--- src/rtl/instr_decode_stage_pkg.sv ---
// Shared decode definitions: format codes, LEGv8 opcode constants and the
// width of one packed decoded entry.
package instr_decode_stage_pkg;

  typedef enum logic [2:0] {
    FMT_R  = 3'd0,
    FMT_I  = 3'd1,
    FMT_D  = 3'd2,
    FMT_B  = 3'd3,
    FMT_CB = 3'd4,
    FMT_IW = 3'd5
  } fmt_e;

  // R-format opcodes, instr[31:21]
  localparam logic [10:0] OP_ADD  = 11'b100_0101_1000;
  localparam logic [10:0] OP_ADDS = 11'b101_0101_1000;
  localparam logic [10:0] OP_SUB  = 11'b110_0101_1000;
  localparam logic [10:0] OP_SUBS = 11'b111_0101_1000;
  localparam logic [10:0] OP_AND  = 11'b100_0101_0000;
  localparam logic [10:0] OP_ANDS = 11'b111_0101_0000;
  localparam logic [10:0] OP_ORR  = 11'b101_0101_0000;
  localparam logic [10:0] OP_EOR  = 11'b110_0101_0000;
  localparam logic [10:0] OP_LSL  = 11'b110_1001_1011;
  localparam logic [10:0] OP_LSR  = 11'b110_1001_1010;
  localparam logic [10:0] OP_BR   = 11'b110_1011_0000;
  localparam logic [10:0] OP_MUL  = 11'b100_1101_1000;

  // I-format opcodes, instr[31:22]
  localparam logic [9:0] OP_ADDI  = 10'b10_0100_0100;
  localparam logic [9:0] OP_ADDIS = 10'b10_1100_0100;
  localparam logic [9:0] OP_SUBI  = 10'b11_0100_0100;
  localparam logic [9:0] OP_SUBIS = 10'b11_1100_0100;
  localparam logic [9:0] OP_ANDI  = 10'b10_0100_1000;
  localparam logic [9:0] OP_ANDIS = 10'b11_1100_1000;
  localparam logic [9:0] OP_ORRI  = 10'b10_1100_1000;
  localparam logic [9:0] OP_EORI  = 10'b11_0100_1000;

  // D-format opcodes, instr[31:21]
  localparam logic [10:0] OP_LDUR   = 11'b111_1100_0010;
  localparam logic [10:0] OP_STUR   = 11'b111_1100_0000;
  localparam logic [10:0] OP_LDURSW = 11'b101_1100_0100;
  localparam logic [10:0] OP_STURW  = 11'b101_1100_0000;
  localparam logic [10:0] OP_LDURH  = 11'b011_1100_0010;
  localparam logic [10:0] OP_STURH  = 11'b011_1100_0000;
  localparam logic [10:0] OP_LDURB  = 11'b001_1100_0010;
  localparam logic [10:0] OP_STURB  = 11'b001_1100_0000;

  // illegal + format + opcode + rm/rn/rd + imm + pc
  function automatic int unsigned entry_width(input int unsigned dw, input int unsigned pw);
    return 1 + 3 + 11 + 15 + dw + pw;
  endfunction

endpackage

--- src/rtl/instr_decode_stage_classify.sv ---
// Combinational LEGv8 classifier: format, register fields, extended immediate
// and illegal-opcode flag for one instruction.
module instr_classify
  import instr_decode_stage_pkg::*;
#(
  parameter int unsigned INSTR_LEN  = 32,
  parameter int unsigned DATA_WIDTH = 64
) (
  input  logic [INSTR_LEN-1:0]  instr,
  output logic [2:0]            format,
  output logic [10:0]           opcode,
  output logic [4:0]            rm,
  output logic [4:0]            rn,
  output logic [4:0]            rd,
  output logic [DATA_WIDTH-1:0] imm,
  output logic                  illegal
);

  fmt_e fmt;

  assign opcode = instr[31:21];
  assign rm     = instr[20:16];
  assign rn     = instr[9:5];
  assign rd     = instr[4:0];
  assign format = fmt;

  // Priority classification, first match wins; illegal forces R with zero imm
  always_comb begin
    fmt     = FMT_R;
    imm     = '0;
    illegal = 1'b0;
    if (instr[31:26] inside {6'b000101, 6'b100101}) begin
      fmt = FMT_B;
      imm = DATA_WIDTH'($signed(instr[25:0])) << 2;
    end else if (instr[31:24] inside {8'b10110100, 8'b10110101, 8'b01010100}) begin
      fmt = FMT_CB;
      imm = DATA_WIDTH'($signed(instr[23:5])) << 2;
    end else if (instr[31:23] inside {9'b110100101, 9'b111100101}) begin
      fmt = FMT_IW;
      imm = DATA_WIDTH'(instr[20:5]) << {instr[22:21], 4'b0000};
      // A 32-bit immediate has no room for shifts of 32 or 48
      if (DATA_WIDTH == 32 && instr[22]) illegal = 1'b1;
    end else if (instr[31:22] inside {OP_ADDI, OP_ADDIS, OP_SUBI, OP_SUBIS,
                                      OP_ANDI, OP_ANDIS, OP_ORRI, OP_EORI}) begin
      fmt = FMT_I;
      imm = DATA_WIDTH'(instr[21:10]);
    end else if (instr[31:21] inside {OP_LDUR, OP_STUR, OP_LDURSW, OP_STURW,
                                      OP_LDURH, OP_STURH, OP_LDURB, OP_STURB}) begin
      fmt = FMT_D;
      imm = DATA_WIDTH'($signed(instr[20:12]));
    end else if (instr[31:21] inside {OP_ADD, OP_ADDS, OP_SUB, OP_SUBS, OP_AND, OP_ANDS,
                                      OP_ORR, OP_EOR, OP_LSL, OP_LSR, OP_BR, OP_MUL}) begin
      fmt = FMT_R;
      imm = DATA_WIDTH'(instr[15:10]);
    end else begin
      illegal = 1'b1;
    end
    if (illegal) begin
      fmt = FMT_R;
      imm = '0;
    end
  end

endmodule

--- src/rtl/instr_decode_stage.sv ---
// Registered decode stage: classifies accepted instructions at push time and
// buffers up to BUF_DEPTH decoded entries toward execute, with flush.
module instr_decode_stage
  import instr_decode_stage_pkg::*;
#(
  parameter int unsigned INSTR_LEN  = 32,
  parameter int unsigned DATA_WIDTH = 64,
  parameter int unsigned PC_WIDTH   = 64,
  parameter int unsigned BUF_DEPTH  = 2
) (
  input  logic                  clk,
  input  logic                  reset,
  input  logic                  flush,
  input  logic                  in_valid,
  output logic                  in_ready,
  input  logic [INSTR_LEN-1:0]  in_instr,
  input  logic [PC_WIDTH-1:0]   in_pc,
  output logic                  out_valid,
  input  logic                  out_ready,
  output logic [2:0]            out_format,
  output logic [10:0]           out_opcode,
  output logic [4:0]            out_rm,
  output logic [4:0]            out_rn,
  output logic [4:0]            out_rd,
  output logic [DATA_WIDTH-1:0] out_imm,
  output logic [PC_WIDTH-1:0]   out_pc,
  output logic                  out_illegal
);

  localparam int unsigned EW    = entry_width(DATA_WIDTH, PC_WIDTH);
  localparam int unsigned PTR_W = (BUF_DEPTH > 1) ? $clog2(BUF_DEPTH) : 1;
  localparam int unsigned CNT_W = $clog2(BUF_DEPTH + 1);

  logic [2:0]            c_format;
  logic [10:0]           c_opcode;
  logic [4:0]            c_rm, c_rn, c_rd;
  logic [DATA_WIDTH-1:0] c_imm;
  logic                  c_illegal;
  logic [EW-1:0]         entry;

  logic [EW-1:0]    mem [BUF_DEPTH];
  logic [PTR_W-1:0] head_ptr, tail_ptr;
  logic [CNT_W-1:0] count;
  logic             push, pop;

  instr_classify #(
    .INSTR_LEN (INSTR_LEN),
    .DATA_WIDTH(DATA_WIDTH)
  ) u_classify (
    .instr  (in_instr),
    .format (c_format),
    .opcode (c_opcode),
    .rm     (c_rm),
    .rn     (c_rn),
    .rd     (c_rd),
    .imm    (c_imm),
    .illegal(c_illegal)
  );

  function automatic logic [PTR_W-1:0] next_ptr(input logic [PTR_W-1:0] p);
    return (p == PTR_W'(BUF_DEPTH - 1)) ? '0 : p + PTR_W'(1);
  endfunction

  assign entry     = {c_illegal, c_format, c_opcode, c_rm, c_rn, c_rd, c_imm, in_pc};
  assign in_ready  = (count < CNT_W'(BUF_DEPTH));
  assign out_valid = (count != '0);
  assign push      = in_valid && in_ready && !flush;
  assign pop       = out_valid && out_ready;

  // Head entry drives the outputs directly; storage is zeroed on reset so
  // the data outputs read 0 afterwards
  assign {out_illegal, out_format, out_opcode, out_rm, out_rn, out_rd,
          out_imm, out_pc} = mem[head_ptr];

  // FIFO pointers, occupancy and storage
  always_ff @(posedge clk) begin
    if (reset) begin
      count    <= '0;
      head_ptr <= '0;
      tail_ptr <= '0;
      for (int unsigned i = 0; i < BUF_DEPTH; i++) mem[i] <= '0;
    end else if (flush) begin
      count    <= '0;
      head_ptr <= '0;
      tail_ptr <= '0;
    end else begin
      if (push) begin
        mem[tail_ptr] <= entry;
        tail_ptr      <= next_ptr(tail_ptr);
      end
      if (pop) head_ptr <= next_ptr(head_ptr);
      case ({push, pop})
        2'b10:   count <= count + CNT_W'(1);
        2'b01:   count <= count - CNT_W'(1);
        default: count <= count;
      endcase
    end
  end

endmodule
--- config.mk ---
export PLATFORM = sky130hd
export DESIGN_NAME = instr_decode_stage
export DESIGN_NICKNAME = d
export VERILOG_FILES = /design/src/rtl/instr_decode_stage_pkg.sv /design/src/rtl/instr_decode_stage_classify.sv /design/src/rtl/instr_decode_stage.sv
export SDC_FILE = /design/constraint.sdc
export NUM_CORES = 1
export LEC_CHECK = 0
export ABC_CLOCK_PERIOD_IN_PS = 9960
export BUFFER_PORTS_ARGS = -buffer_cell sky130_fd_sc_hd__buf_2
export CELL_PAD_IN_SITES_DETAIL_PLACEMENT = 1
export CELL_PAD_IN_SITES_GLOBAL_PLACEMENT = 2
export CORE_UTILIZATION = 39
export DETAILED_ROUTE_END_ITERATION = 10
export PLACE_DENSITY = 0.92
export SYNTH_ARGS = -nofsm -noshare
export SYNTH_HDL_FRONTEND = slang
export SYNTH_SLANG_ARGS = --single-unit
--- constraint.sdc ---
create_clock -name clk -period 9.96 [get_ports clk]
set_input_delay 0 -clock clk [delete_from_list [all_inputs] [get_ports clk]]
set_output_delay 0 -clock clk [all_outputs]
set_load 0.02 [all_outputs]
# Word level (Yosys, flattened, before mapping)

Memories as Yosys holds them, arrays and structs flattened. A register that Yosys moved wholly into a read port is not among the register bits.
Cells that the tools add are included.

Memory bits (writable): 316
Logic and storage cells: 94
Memories kept: 1
Register bits after elaboration: 4
Output and inout port bits: 160

$add $sub $neg: 4
Shift operators: 1
Multiplexer cells: 33
Reductions and logical operators: 14
Equality and inequality tests: 37
$lt $le $gt $ge: 1

Memories:

| memory | depth | bits a word | read ports | clocked after memory_dff | wr ports | RTL line                 | RTL |
|---|---|---|---|---|---|---|---|
| mem    | 2     | 158         | 1          | 1                        | 2        | instr_decode_stage.sv:41 | `logic [EW-1:0] mem [BUF_DEPTH];` |

Operators with widths:

| kind                   | number |
|---|---|
| $mux W64               | 6 |
| $eq A11 B11 Y1 const B | 16 |
| $mux W158              | 1 |
| $reduce_or A158 Y1     | 1 |
| $eq A10 B10 Y1 const B | 8 |
| $shl A16 B6 Y64        | 1 |
| $eq A11 B10 Y1 const B | 2 |
| $eq A11 B9 Y1 const B  | 2 |
| $eq A9 B9 Y1 const B   | 2 |
| $mux W1                | 18 |
| $eq A8 B8 Y1 const B   | 2 |
| $reduce_bool A8 Y1     | 2 |
| $mux W3                | 5 |
| $reduce_bool A12 Y1    | 1 |
| $eq A8 B7 Y1 const B   | 1 |
| $reduce_bool A2 Y1     | 4 |
| $eq A6 B3 Y1 const B   | 1 |
| $eq A6 B6 Y1 const B   | 1 |
| $mux W6                | 1 |
| $pmux W2 S2            | 1 |
| $logic_and A1 B1 Y1    | 3 |
| $reduce_bool A3 Y1     | 1 |
| $add A1 B1 Y1 const B  | 2 |
| $add A2 B1 Y2 const B  | 1 |
| other kinds (7)        | 7 |

# Logic depth before layout (Yosys ltp)

Gate-level depths: netlist (run 1).

Depth in word-level cells: 10
Gate-level depth with buffers: 9
Depth with buffers taken out: 7

# Hierarchy

A second synthesis (run 1) with hierarchy kept.

Cells, all modules: 1,198
Area, all modules: 15,904.0 sq um

By module, submodules not included:

| module             | area each (sq um) | times used | cells each | seq. area each (sq um) |
|---|---|---|---|---|
| instr_decode_stage | 14,176.1          | 1          | 906        | 9,589.2 |
| instr_classify     | 1,727.9           | 1          | 292        | 0.0 |

# Least setup slack after synthesis (run 1)

OpenSTA, ideal clock, no wires.

Path type: register -> register
Start: reg count[1]
End: mem mem[0][0] in the netlist's numbering (enable)
Library setup time: 709 ps
Period minus slack after synthesis: 8,701 ps
Setup slack: 1,259 ps
Required time: 9,251 ps
Arrival: 7,993 ps
Stages on the path, launching flop included: 4
Cell sequence: dfxtp_1 -> nor3b_2 -> inv_1 -> o21bai_1

RTL lines:

| what                   | RTL line                 | RTL |
|---|---|---|
| from (decl)            | instr_decode_stage.sv:43 | `logic [CNT_W-1:0] count;` |
| from (signal assigned) | instr_decode_stage.sv:93 | `2'b10: count <= count + CNT_W'(1);` |
| from (signal assigned) | instr_decode_stage.sv:94 | `2'b01: count <= count - CNT_W'(1);` |
| from (signal assigned) | instr_decode_stage.sv:95 | `default: count <= count;` |
| to (decl)              | instr_decode_stage.sv:41 |  |

==> impl_metrics.env, run 1 <==
export IMPL_num_vias=10270
export IMPL_vdd_drop_max_mv=0.09078
export IMPL_grt_total_usage=0.2217
export IMPL_synth_adder_area_share=0.0008319
export IMPL_drtIter0Drc=538
export IMPL_dp_slack_ns=6.488
export IMPL_stdcell_area_sq_mm=0.01864
export IMPL_grt_antenna_before_repair=0
export IMPL_p_leak_nw=7.256
export IMPL_multiInputGateArea_sq_mm=0.005009
export IMPL_register_area_sq_mm=0.009593
export IMPL_synth_avg_cell_area_sq_um=13.54
export IMPL_syn_num_nets=1213
export IMPL_drt_pre_antenna_iters=5
export IMPL_hold_violations=0
export IMPL_highest_layer="met4"
export IMPL_antenna_cells=0
export IMPL_drive_above_1_share=0.3493
export IMPL_std_cell_rows=71
export IMPL_synth_simple_area_share=0.1440
export IMPL_cts_resized=0
export IMPL_tightest_slew_ns=1.172
export IMPL_ys_seq_elements=321
export IMPL_io_pin_count=261
export IMPL_cts_tree="built"
export IMPL_clock_skew_ns=0.01611
export IMPL_grt_max_degree=130
export IMPL_yosysTopAreaCell="edfxtp_1"
export IMPL_synthMuxAreaShare=0.1276
export IMPL_synthesis_area_sq_mm=0.01504
export IMPL_routed_wl_microns=43720
export IMPL_met3_length_microns=2900
export IMPL_dieWidth_microns=198.4
export IMPL_h_tree_depth=2
export IMPL_crit_path_start_kind="flip-flop"
export IMPL_hold_class="input port to flip-flop"
export IMPL_power_density_mw_per_mm2=169.1
export IMPL_end_kind="primary output"
export IMPL_start_util=0.3974
export IMPL_die_y_microns=198.4
export IMPL_min_period_ns=3.526
export IMPL_fillers=3937
export IMPL_fin_util=0.4926
export IMPL_m1WireLength_microns=17850
export IMPL_numCtsBuffers=36
export IMPL_clk_pin_slew_ns=0.06
export IMPL_root_buffer="clkbuf_16"
export IMPL_dr_wl_met2_microns=21830
export IMPL_max_cap_viol_count=0
export IMPL_cts_sinks=321
export IMPL_synth_compound_area_share=0.05466
export IMPL_critical_path_class="flip-flop to primary output"
export IMPL_dpl_cell_area_sq_mm=0.01668
export IMPL_clk_path_buf_depth=3
export IMPL_port_buffer_count=260
export IMPL_grt_overflow_total=0
export IMPL_setup_tns_ns=0
export IMPL_setup_viol=0
export IMPL_finalCritPeriodShare=0.3541
export IMPL_worst_slack_ns=6.434
export IMPL_synth_top_family_by_area="simple AND/OR/NAND/NOR gates"
export IMPL_postSynth_asyncResetShare=0
export IMPL_yosys_cell_types_count=63
export IMPL_ys_flop_type="edfxtp_1"
export IMPL_synth_edff_count=316
export IMPL_wire_per_inst_microns=22.37
export IMPL_rsz0062_at_grt="no"
export IMPL_design_die_area_sq_mm=0.03935
export IMPL_grt_pass1_wl_microns=65110
export IMPL_grt_pass1_vias=10840
export IMPL_synthXorXnorAreaFrac=0.003494
export IMPL_post_cts_buffers=0
export IMPL_syn_inst=1111
export IMPL_core_area_sq_mm=0.03784
export IMPL_slew_headroom=0.2185
export IMPL_hpwl_microns=26580
export IMPL_place_gp_congestion=0.7773
export IMPL_ys_top_cells_by_area="edfxtp_1 (63%), mux2_2 (12%), and2_1 (7.2%)"
export IMPL_cp_max_fo=60
export IMPL_timing_final_max_slew_violations=0
export IMPL_yosys_warnings=0
export IMPL_ant_nets=0
export IMPL_status="complete, no violations"
export IMPL_cp_data_required_time_ns=9.96
export IMPL_drcViolationCount=0
export IMPL_syn2layout_area_growth_pct=23.96
export IMPL_fin_nets=1521
export IMPL_viasPerCell=5.255
export IMPL_yosysTopAreaCellShare=0.6309
export IMPL_clk_latency_ns=0.52
export IMPL_timing_fmax_mhz=283.6
export IMPL_fin_hold_ws_ns=0.04690
export IMPL_critPathArrivalTime_ns=3.53
export IMPL_ys_seq_area_frac=0.6376
[critical path, cell delays in order, from the launching register on]
cell and delay (ns):
dfxtp_4 0.94, buf_4 0.75, buf_4 0.65, mux2_2 0.43
buf_2 0.17
[flip-flops by register name (all words and copies together) (netlist names), named ones only]
name / flops
mem: 316
count: 2
head_ptr: 1
tail_ptr: 1
[cell usage after synthesis (all sizes together) (2+ instances only)]
cell type,count
a21oi,45
nand2,25
o21ai,4
nor2,140
a31oi,2
or4,2
or2,3
buf,41
nor4,4
clkbuf,49
inv,7
nand3b,4
dfxtp,5
a221o,7
and3,8
edfxtp,316
xnor2,5
a22oi,2
a211o,2
nor2b,3
mux2,158
a21o,8
and3b,2
or3b,2
nand3,3
o221ai,2
a22o,4
nor3,19
a211oi,5
nand2b,5
o21a,2
nor4b,2
and2,174
o22ai,17
o31ai,2
or3,2
mux2i,14
[cell type report]
| cell class | instances | area share |
|---|---|---|
| Timing Repair Buffer | 360 | 0.1224 |
| Multi-Input combinational cell | 693 | 0.2687 |
| Inverter | 7 | 0.001409 |
| Clock inverter | 14 | 0.006242 |
| Tap cell | 511 | 0.03430 |
| Sequential cell | 321 | 0.5146 |
| Clock buffer | 48 | 0.05242 |
[cell usage in the layout, fill, tap and decap left out, types with 3 or more instances in the layout]
master and count:
a211oi_1 4, a21o_1 8, a21oi_1 45, a221o_1 7
a22o_1 4, and2_1 174, and3_1 8, buf_2 260
buf_4 12, clkbuf_1 10, clkbuf_16 37, clkinv_1 7
clkinv_2 3, dfxtp_1 4, dlygate4sd3_1 87, edfxtp_1 316
inv_1 7, mux2_2 158, mux2i_1 14, nand2_1 25
nand2b_1 3, nand3_1 3, nand3b_1 4, nor2_1 134
nor2_2 5, nor2b_1 3, nor3_1 16, nor4_1 3
o22ai_1 17, or2_2 3, xnor2_1 5
[layer usage]
metal,vias up,track usage
met2,350,0.3792
met5,-,0
met3,74,0.04646
li1,4647,-
met4,0,0.06862
met1,5197,0.2806
[per-stage QoR]
stage                     total power [mW]  instances
after CTS                            3.182       1954
after global placement               1.882       1805
final                                3.153       1954
after global routing                 3.254       1954
after floorplan                      1.781       1111
after detailed placement             1.892       1805
[report_power, final]
group / total, mW / switching (mW) / leakage, nW / internal, mW
logic: 0.321 / 0.202 / 3.37 / 0.119
clock network: 1.26 / 0.524 / 0.526 / 0.738
registers: 1.57 / 0.0194 / 3.36 / 1.55
[repair_timing]
action | CTS | global route
setup endpoints to repair | 0 | 0
endpoints found under the hold margin | 172 | 0
hold buffers | 87 | 0
[path summary, 6_finish.rpt]
kind                start          end  slack (ns)  cells past startpoint
max             flip-flop    out_rm[1]        6.43                      4
min reg2reg      head_ptr     head_ptr        0.56                      2
min          in_instr[25]  mem[1][147]        0.05                      2
max reg2reg      count[1]   mem[1][47]        6.51                      5
[logic make-up after synthesis]
logic type | Yosys count
AOI/OAI and AO/OA | 111
xor gates and xnor gates | 6
adders and majority gates | 1
buffers and inverters | 97
DFF | 321
muxes | 172
and+or+nand+nor | 403
No activity file was read; power rests on OpenSTA's default activity.
==> inputs of run 2 (changes only) <==
Settings changed: ABC_AREA set to 1, ABC_CLOCK_PERIOD_IN_PS 9960 to 3600, CORE_UTILIZATION 39 to 37.
Clock period 9.96 ns to 3.6 ns, I/O delays scaled along.
==> run 2 against run 1 <==
Flip-flop and latch count is the same. Area after synthesis grew 0.87%. Worst hold slack lost 0.0080 ns. Design area grew 1.8%. Clock skew shrank 0.0015 ns. Critical path depth grew 2. Die area grew 6.3%. Critical path type is now flip-flop to flip-flop. Critical endpoint is now mem[0][35]. Largest power group unchanged. Highest routed layer unchanged.
==> impl_metrics.env, run 2 <==
export IMPL_synth_avg_cell_area_sq_um=11.06
export IMPL_grt_max_degree=158
export IMPL_critPathArrivalTime_ns=2.77
export IMPL_port_buffer_count=260
export IMPL_grt_use_met3=0.04550
export IMPL_syn_num_nets=1474
export IMPL_std_cell_rows=73
export IMPL_num_vias=11290
export IMPL_drcViolationCount=0
export IMPL_status="complete, no violations"
export IMPL_p_leak_nw=7.948
export IMPL_grt_total_usage=0.2186
export IMPL_synth_most_common_cell="nor2_1"
export IMPL_dieWidth_microns=204.5
export IMPL_design_die_area_sq_mm=0.04182
export IMPL_vdd_drop_max_mv=0.2670
export IMPL_ff2ff_setup_slack_ns=1.06
export IMPL_rsz0062_at_grt="no"
export IMPL_crit_family="simple AND/OR/NAND/NOR gates"
export IMPL_numCtsBuffers=37
export IMPL_drtIter0Drc=697
export IMPL_h_tree_depth=2
export IMPL_grt_use_met2=0.3680
export IMPL_wire_per_inst_microns=20.28
export IMPL_post_cts_buffers=0
export IMPL_grt_pass1_wl_microns=69130
export IMPL_yosysTopAreaCellShare=0.6255
export IMPL_largest_reg_flops=316
export IMPL_final_cell_mix="nor2_1 (332), edfxtp_1 (316), buf_2 (260)"
export IMPL_cts_tree="built"
export IMPL_ant_nets=0
export IMPL_drt_pre_antenna_iters=4
export IMPL_dpl_cell_area_sq_mm=0.01697
export IMPL_clk_latency_ns=0.54
export IMPL_core_area_sq_mm=0.04010
export IMPL_place_gp_congestion=0.8657
export IMPL_min_period_ns=2.543
export IMPL_grt_overflow_total=0
export IMPL_viasPerCell=5.026
export IMPL_syn_inst=1372
export IMPL_holdPathEnd="mem[1][145]"
export IMPL_postSynth_asyncResetShare=0
export IMPL_yosys_cell_types_count=34
export IMPL_cts_resized=0
export IMPL_synth_commonest_cells="nor2_1 (332), edfxtp_1 (316), mux2_2 (158), nand2_1 (147), inv_1 (112)"
export IMPL_tightest_slew_ns=0.9441
export IMPL_hpwl_microns=29070
export IMPL_min_path_cells=3
export IMPL_clk_pin_slew_ns=0.06
export IMPL_root_buffer="clkbuf_16"
export IMPL_ys_seq_elements=321
export IMPL_fin_nets=1794
export IMPL_min_from="in_instr[23]"
export IMPL_stdcell_area_sq_mm=0.01898
export IMPL_max_cap_viol_count=0
export IMPL_critical_path_class="flip-flop to flip-flop"
export IMPL_regMostFlops="mem"
export IMPL_routed_wl_microns=45540
export IMPL_yosysTopAreaCell="edfxtp_1"
export IMPL_end_kind="flip-flop"
export IMPL_layout_commonest_cell="nor2_1"
export IMPL_synth_edff_count=316
export IMPL_timing_final_max_slew_violations=0
export IMPL_reg2regPathDepth=6
export IMPL_cp_max_fo=57
export IMPL_fin_hold_ws_ns=0.03888
export IMPL_cts_sinks=321
export IMPL_clk_path_buf_depth=3
export IMPL_crit_path_start_kind="flip-flop"
export IMPL_clock_skew_ns=0.01462
export IMPL_yosys_warnings=0
export IMPL_start_util=0.3784
export IMPL_slew_headroom=0.3706
export IMPL_ys_seq_area_frac=0.6321
export IMPL_finalCritPeriodShare=0.7064
export IMPL_busiest_layer="met2"
export IMPL_path_depth=6
export IMPL_syn2layout_area_growth_pct=25.13
export IMPL_hold_class="input port to flip-flop"
export IMPL_r2r_end="mem[0][35]"
export IMPL_io_pin_count=261
export IMPL_grtUsageMet1=0.2853
export IMPL_synthesis_area_sq_mm=0.01517
export IMPL_grt_pass1_vias=11710
export IMPL_setup_tns_ns=0
export IMPL_die_y_microns=204.5
export IMPL_reg_top3="mem: 316 flops, count: 2 flops"
export IMPL_grt_antenna_before_repair=2
export IMPL_cp_data_required_time_ns=3.83
export IMPL_hold_violations=0
export IMPL_setup_viol=0
export IMPL_ys_top_cells_by_area="edfxtp_1 (63%), mux2_2 (12%), nor2_1 (8.2%)"
export IMPL_slowest_stage="nand2_8"
export IMPL_drive_above_1_share=0.3002
export IMPL_path_cells="inv_1 -> nand3b_1 -> nor3_1 -> inv_4 -> nand2_8 -> buf_4"
export IMPL_reg2reg_from="count[1]"
export IMPL_timing_fmax_mhz=393.2
export IMPL_ctsHoldBuffers=92
export IMPL_ys_flop_type="edfxtp_1"
export IMPL_power_density_mw_per_mm2=456.8
export IMPL_cp_slowest_stage_delay_ns=0.45
export IMPL_crit_buf_inv=3
-- run 2: changes by cell type after synthesis, moves of 17 or more --
cell | before | now
nand3_1 | 3 | 73
o21ai_0 | 2 | 62
and2_1 | 174 | 0
a21oi_1 | 45 | 13
inv_1 | 7 | 112
nor2_1 | 134 | 332
o22ai_1 | 17 | 0
nand2_1 | 25 | 147
-- run 2: where the power goes --
part / switching, mW / internal, mW
registers: 0.0463 / 4.27
clock network: 1.51 / 1.97
logic: 0.563 / 0.313
total: 2.12 / 6.55
-- run 2: area by class of cell --
type	instances	area, sq um
inverter	127	484.2
clock buffer	45	955.9
sequential	321	9593
tap	525	656.9
multi-input combinational	840	4722
fill	4346	21110
timing repair buffer	365	2432
antenna	2	5.005
clock inverter	21	133.9
-- run 2: worst reg2reg max path, delay by kind of cell, from the launching register on --
kind	cells	cell delay, ns
simple gates	3	1.05
flops	1	0.31
buf+inv	3	0.87
-- run 2: cell families after synthesis --
kind of cell | count (synthesis) | share of synthesized area
flip-flops | 321 | 0.6321
buffers and inverters | 211 | 0.05880
adder cells (fa/ha/maj) | 1 | 0.0008246
AO/OA/AOI/OAI | 100 | 0.03497
AND/OR/NAND/NOR | 581 | 0.1560
multiplexers | 158 | 0.1173
-- run 2: metal layers --
layer | vias up | share of wire
li1 | 5278 | -
met1 | 5610 | 0.42
met2 | 338 | 0.49
met3 | 62 | 0.066
met4 | 0 | 0.021
met5 | - | 0
-- run 2: metrics by stage --
| step | util | setup WS, ns | total power [mW] | cells |
|---|---|---|---|---|
| 2_1_floorplan | - | 0.7032 | 4.850 | 1372 |
| 3_3_place_gp | 0.4232 | 1.073 | 5.170 | 2086 |
| 3_5_place_dp | 0.4232 | 1.030 | 5.193 | 2086 |
| 4_1_cts | 0.4733 | 0.9927 | 8.772 | 2244 |
| 5_1_grt | 0.4734 | 0.8600 | 8.967 | 2246 |
| 6_report | 0.4734 | 1.057 | 8.671 | 2246 |
-- run 2: how the worst max path moves through the flow --
stage          startpoint          to  slack [ns]
4_1_cts         flip-flop  out_pc[15]        0.99
3_5_place_dp     count[1]  mem[0][37]        1.03
5_1_grt          count[1]  mem[0][37]        0.86
2_1_floorplan    count[1]   mem[1][0]        0.70
3_3_place_gp     count[1]  mem[0][54]        1.07
6_report         count[1]  mem[0][35]        1.06
